## config.mk

```make
export PLATFORM = sky130hd
export DESIGN_NAME = dm_load_unit
export DESIGN_NICKNAME = d
export VERILOG_FILES = /design/src/rtl/dm_load_pkg.sv /design/src/rtl/dm_load_ext.sv /design/src/rtl/dm_load_unit.sv
export SDC_FILE = /design/constraint.sdc
export NUM_CORES = 1
export LEC_CHECK = 0
export ABC_AREA = 1
export BUFFER_PORTS_ARGS = -buffer_cell sky130_fd_sc_hd__buf_4
export CAP_MARGIN = 10
export CORE_MARGIN = 2
export CORE_UTILIZATION = 52
export CTS_CLUSTER_SIZE = 16
export DETAILED_ROUTE_END_ITERATION = 6
export PLACE_DENSITY = 0.81
export SETUP_SLACK_MARGIN = 0.15
export SLEW_MARGIN = 20
export SYNTH_ARGS = -nofsm -noshare
export SYNTH_HDL_FRONTEND = slang
export SYNTH_SLANG_ARGS = --single-unit
```

## constraint.sdc

```tcl
create_clock -name clk -period 2.2 [get_ports clk]
set_input_delay 0.44 -clock clk [delete_from_list [all_inputs] [get_ports clk]]
set_output_delay 0.44 -clock clk [all_outputs]
set_load 0.005 [all_outputs]
```

## src/rtl/dm_load_pkg.sv

```systemverilog
// dm_load_pkg: shared pipeline definitions for the DM load path.
//   LD_* load type codes, AdEL exception code, default DM/device
//   boundary, load-unit state type and a type-normalising helper.
package dm_load_pkg;

    localparam logic [2:0]  LD_LW  = 3'd0;
    localparam logic [2:0]  LD_LH  = 3'd1;
    localparam logic [2:0]  LD_LHU = 3'd2;
    localparam logic [2:0]  LD_LB  = 3'd3;
    localparam logic [2:0]  LD_LBU = 3'd4;

    localparam logic [4:0]  EXC_ADEL = 5'd4;

    localparam logic [31:0] DM_LIMIT_DEFAULT = 32'h0000_3000;

    typedef enum logic [1:0] {
        ST_IDLE  = 2'd0,
        ST_WAIT  = 2'd1,
        ST_DRAIN = 2'd2,
        ST_DONE  = 2'd3
    } ld_state_t;

    // Unknown type codes behave as a plain word load.
    function automatic logic [2:0] ld_norm_type(input logic [2:0] t);
        return (t > LD_LBU) ? LD_LW : t;
    endfunction

endpackage

```

## src/rtl/dm_load_ext.sv

```systemverilog
// dm_load_ext: combinational byte/half/word extraction with sign or
//   zero extension.
//   rdata   in  32  raw word from memory
//   off     in  2   byte offset within the word (addr[1:0])
//   ld_type in  3   normalised LD_* type
//   value   out 32  extended load result
module dm_load_ext
    import dm_load_pkg::*;
(
    input  logic [31:0] rdata,
    input  logic [1:0]  off,
    input  logic [2:0]  ld_type,
    output logic [31:0] value
);

    logic [15:0] half_v;
    logic [7:0]  byte_v;

    always_comb begin
        half_v = off[1] ? rdata[31:16] : rdata[15:0];
        case (off)
            2'd0:    byte_v = rdata[7:0];
            2'd1:    byte_v = rdata[15:8];
            2'd2:    byte_v = rdata[23:16];
            default: byte_v = rdata[31:24];
        endcase
        case (ld_type)
            LD_LH:   value = {{16{half_v[15]}}, half_v};
            LD_LHU:  value = {16'h0000, half_v};
            LD_LB:   value = {{24{byte_v[7]}}, byte_v};
            LD_LBU:  value = {24'h00_0000, byte_v};
            default: value = rdata;
        endcase
    end

endmodule

```

## src/rtl/dm_load_unit.sv

```systemverilog
// dm_load_unit: M-stage load sequencer. Issues one read to DM/bridge,
//   waits for the response, extracts/extends the result and flags AdEL.
//   clk, reset            clock, synchronous active-high reset
//   req_valid/addr/type   load request from M stage (sampled in IDLE)
//   flush                 cancel the outstanding load
//   mem_req/mem_addr      read request (level) and word address
//   mem_rvalid/mem_rdata  read response pulse and data
//   busy                  pipe hold, high in WAIT and DRAIN
//   out_valid/data/adel   one-cycle result pulse, held data, AdEL flag
//
//   state | meaning
//   IDLE  | ready for a request
//   WAIT  | read issued, waiting for mem_rvalid
//   DRAIN | flushed while waiting; swallow the response
//   DONE  | out_valid pulse cycle
module dm_load_unit
    import dm_load_pkg::*;
#(
    parameter logic [31:0] DM_LIMIT = DM_LIMIT_DEFAULT
) (
    input  logic        clk,
    input  logic        reset,
    input  logic        req_valid,
    input  logic [31:0] req_addr,
    input  logic [2:0]  req_type,
    input  logic        flush,
    output logic        mem_req,
    output logic [31:0] mem_addr,
    input  logic        mem_rvalid,
    input  logic [31:0] mem_rdata,
    output logic        busy,
    output logic        out_valid,
    output logic [31:0] out_data,
    output logic        out_adel
);

    ld_state_t   state;
    logic [1:0]  off_q;
    logic [2:0]  type_q;
    logic [2:0]  req_type_n;
    logic        req_adel;
    logic [31:0] ext_value;

    assign req_type_n = ld_norm_type(req_type);

    // Device space above DM_LIMIT only decodes full words.
    assign req_adel = ((req_type_n == LD_LW) && (req_addr[1:0] != 2'b00))
                    || (((req_type_n == LD_LH) || (req_type_n == LD_LHU)) && req_addr[0])
                    || ((req_addr >= DM_LIMIT) && (req_type_n != LD_LW));

    dm_load_ext u_ext (
        .rdata   (mem_rdata),
        .off     (off_q),
        .ld_type (type_q),
        .value   (ext_value)
    );

    assign busy = (state == ST_WAIT) || (state == ST_DRAIN);

    always_ff @(posedge clk) begin
        if (reset) begin
            state     <= ST_IDLE;
            off_q     <= 2'b00;
            type_q    <= LD_LW;
            mem_req   <= 1'b0;
            mem_addr  <= 32'h0;
            out_valid <= 1'b0;
            out_data  <= 32'h0;
            out_adel  <= 1'b0;
        end else begin
            out_valid <= 1'b0;
            case (state)
                ST_IDLE: begin
                    if (req_valid && !flush) begin
                        off_q  <= req_addr[1:0];
                        type_q <= req_type_n;
                        if (req_adel) begin
                            out_valid <= 1'b1;
                            out_data  <= 32'h0;
                            out_adel  <= 1'b1;
                            state     <= ST_DONE;
                        end else begin
                            mem_req  <= 1'b1;
                            mem_addr <= {req_addr[31:2], 2'b00};
                            state    <= ST_WAIT;
                        end
                    end
                end
                ST_WAIT: begin
                    if (mem_rvalid) begin
                        mem_req <= 1'b0;
                        if (flush) begin
                            state <= ST_IDLE;
                        end else begin
                            out_valid <= 1'b1;
                            out_data  <= ext_value;
                            out_adel  <= 1'b0;
                            state     <= ST_DONE;
                        end
                    end else if (flush) begin
                        state <= ST_DRAIN;
                    end
                end
                ST_DRAIN: begin
                    if (mem_rvalid) begin
                        mem_req <= 1'b0;
                        state   <= ST_IDLE;
                    end
                end
                default: begin
                    state <= ST_IDLE;
                end
            endcase
        end
    end

endmodule
```

==> impl_metrics.toml <==
[die]
die-area_um2 = 9290
dieHeight_um = 96.39
io_pins = 140
fp-row-count = 33
initial_utilization_pct = 53.74
die_w_um = 96.39
core_area_um2 = 8258

[finish]
diodes = 0
instances_no_fill = 1005
regArea_um2 = 1441
layout_commonest_cell = "nand2_1"
final_nets = 970
drive_gt1_share_pct = 20.89
syn_to_final_growth_pct = 29.63
final_cell_mix = "242 x nand2_1, 144 x nor2_1, 141 x buf_4"
fin_area_um2 = 5753
fin_util_pct = 69.67
n_fill_cell = 746
multi_input_area_um2 = 2380

[grt]
antenna_found_initial = 0
gr-total-overflow = 0
track_usage_pct = 26.67
grt_pass1_wl_um = 19730
grt_max_degree = 61
grt_pass1_vias = 4517

[drt]
route.met3.wl_um = 767
via_count = 5050
drt-initial-drc-count = 370
wirelength_um = 12480
met1_length_um = 5225
top_layer_used = "met4"
vias_per_cell = 5.025
drc = 0
post_drt_wl_per_cell_um = 12.42
route.met2.wl_um = 6179
dr.pass1.iters = 6
drtAntennaViolNets = 0

[power]
power_density_nw_per_um2 = 1000
peakVddDrop_mv = 0.5356
leakagePower_uw = 0.003228

[setup_path]
reg2reg_from = "type_q[2]"
slowest_stage = "nor2_8"
required_ns = 2.48
worst_path_largest_cell_delay_ns = 0.40
cp_cell_sequence = "inv_1, nand3_1, nand2_2, nor2_8, inv_4, nand3_4, nand2_1, nand3_1, nand2_1, nor2_1"
regToRegSetupSlack_ns = 0.31
end_kind = "flop"
rr_worst_depth = 10
crit_arrival_ns = 2.17
crit_type = "flop to flop"
worst_r2r_endpoint = "out_data[17]"
cp-start-kind = "flop"
crit_fanout = 26

[placed_design]
dp_cells = 988
hpwl_um = 8996
portBuffers = 137
post_dp_cell_area_um2 = 5522
gp_congestion = 0.9251

[synth]
netlist_area_um2 = 4438
yosysSeqAreaShare_pct = 32.48
yosysWarnings = 0
ys_types = 30
avgSynthCellArea_um2 = 5.697
synth-edff-count = 0
netlist_instances = 779
synth_ff_type = "dfxtp_1"
async_flop_share_pct = 0
synth-seq-cells = 72

[clock_tree]
numCtsBuffers = 9
post_cts_buffers = 0
clk_latency_ns = 0.34
cts_root_buf = "clkbuf_8"
clk_path_buf_depth = 2
cts_tree = "yes"
path_clk_slew_ns = 0.09
h-tree-depth = 3
cts_sinks = 72

[timing]
fin_tns_setup_ns = 0
slew_violations = 0
rsz0062_at_grt = "true"
clock.fmax_mhz = 530.4
fin_skew_ns = 0.009953
min_period_ns = 1.885
slew_headroom_pct = 65.96
final_hold_viol_count = 0
setup_viol = 0
whs_ns = 0.2739
worst_pin_slew_ns = 0.5105
fin_crit_sh_pct = 85.70

[worst_hold_path]
hold_path.startpoint = "reset"
hold_depth = 2
min_path_type = "input pin to flop"
min_to = "out_valid"

[outcome]
status = "finished, final reports clean"

[run]
drv_cap = 0
==> how the worst max path moves through the flow <==
stage,start,end,slack (ns),cells after the start
2_1_floorplan,state[1],out_adel,0.60,13
3_3_place_gp,req_addr[30],out_data[15],0.26,9
3_5_place_dp,req_type[0],out_data[4],0.15,10
4_1_cts,type_q[2],out_data[17],0.34,10
5_1_grt,type_q[0],out_data[29],0.12,10
6_report,type_q[2],out_data[17],0.31,10
==> routing by layer <==
layer / vias up / track usage (%)
met1: 2245 / 32.98
met2: 183 / 45.02
met4: 0 / 11.62
li1: 2594 / -
met3: 28 / 5.275
met5: - / 0
==> cell usage after synthesis, types with 4 or more instances <==
| cell type | number | area, um2 |
|---|---|---|
| nand2_1 | 242 | 908.4 |
| nor2_1 | 144 | 540.5 |
| inv_1 | 96 | 360.4 |
| nand3_1 | 77 | 385.4 |
| dfxtp_1 | 72 | 1441 |
| a21oi_1 | 46 | 230.2 |
| clkbuf_1 | 23 | 86.33 |
| o21ai_0 | 20 | 100.1 |
| inv_2 | 16 | 60.06 |
| buf_2 | 12 | 60.06 |
| buf_4 | 4 | 30.03 |
==> power breakdown <==
group	internal, uW	total (uW)	switching [uW]
sequential	1550	1700	154
clock	538	1090	549
combinational	1220	2970	1750
total	3300	5760	2450
==> state kept, by name, summed over array words and instances (netlist names) <==
name       flops
out_adel       1
off_q          2
mem_addr      30
mem_req        1
type_q         3
state          2
out_valid      1
out_data      32
==> layout make-up <==
type	count	area share, %
well taps	105	2.284
inverters	114	7.525
flip-flops and latches	72	25.05
multi-input cells	552	41.37
clock inverters	7	1.392
clock buffers	9	2.153
repair buffers	146	20.23
==> timing repair <==
item,in CTS,in global routing
setup endpoints to repair,0,21
hold buffers,0,0
resized for setup,0,1
==> cells by family (layout without fill, tap and decap cells) <==
family	after synthesis	count (layout)	synth area share (%)
adders and majority gates	3	3	0.8459
and+or+nand+nor	473	473	43.78
AOI/OAI and AO/OA	74	74	8.712
buffers and inverters	156	276	14.10
DFF	72	72	32.48
other	1	2	0.08450
==> critical path, delay by kind of cell, from the launching register on <==
| kind | cells | cell delay (ns) |
|---|---|---|
| buffers and inverters | 2 | 0.22 |
| DFF | 1 | 0.36 |
| and+or+nand+nor | 8 | 1.24 |
==> through the flow <==
stage | total power [uW] | worst slack, ns
after global placement | 4501 | 0.2650
final | 5755 | 0.3147
after CTS | 5659 | 0.3432
after global routing | 6255 | 0.1246
after detailed placement | 4566 | 0.1488
after floorplan | 3693 | 0.5980
(Power assumes the default switching activity.)
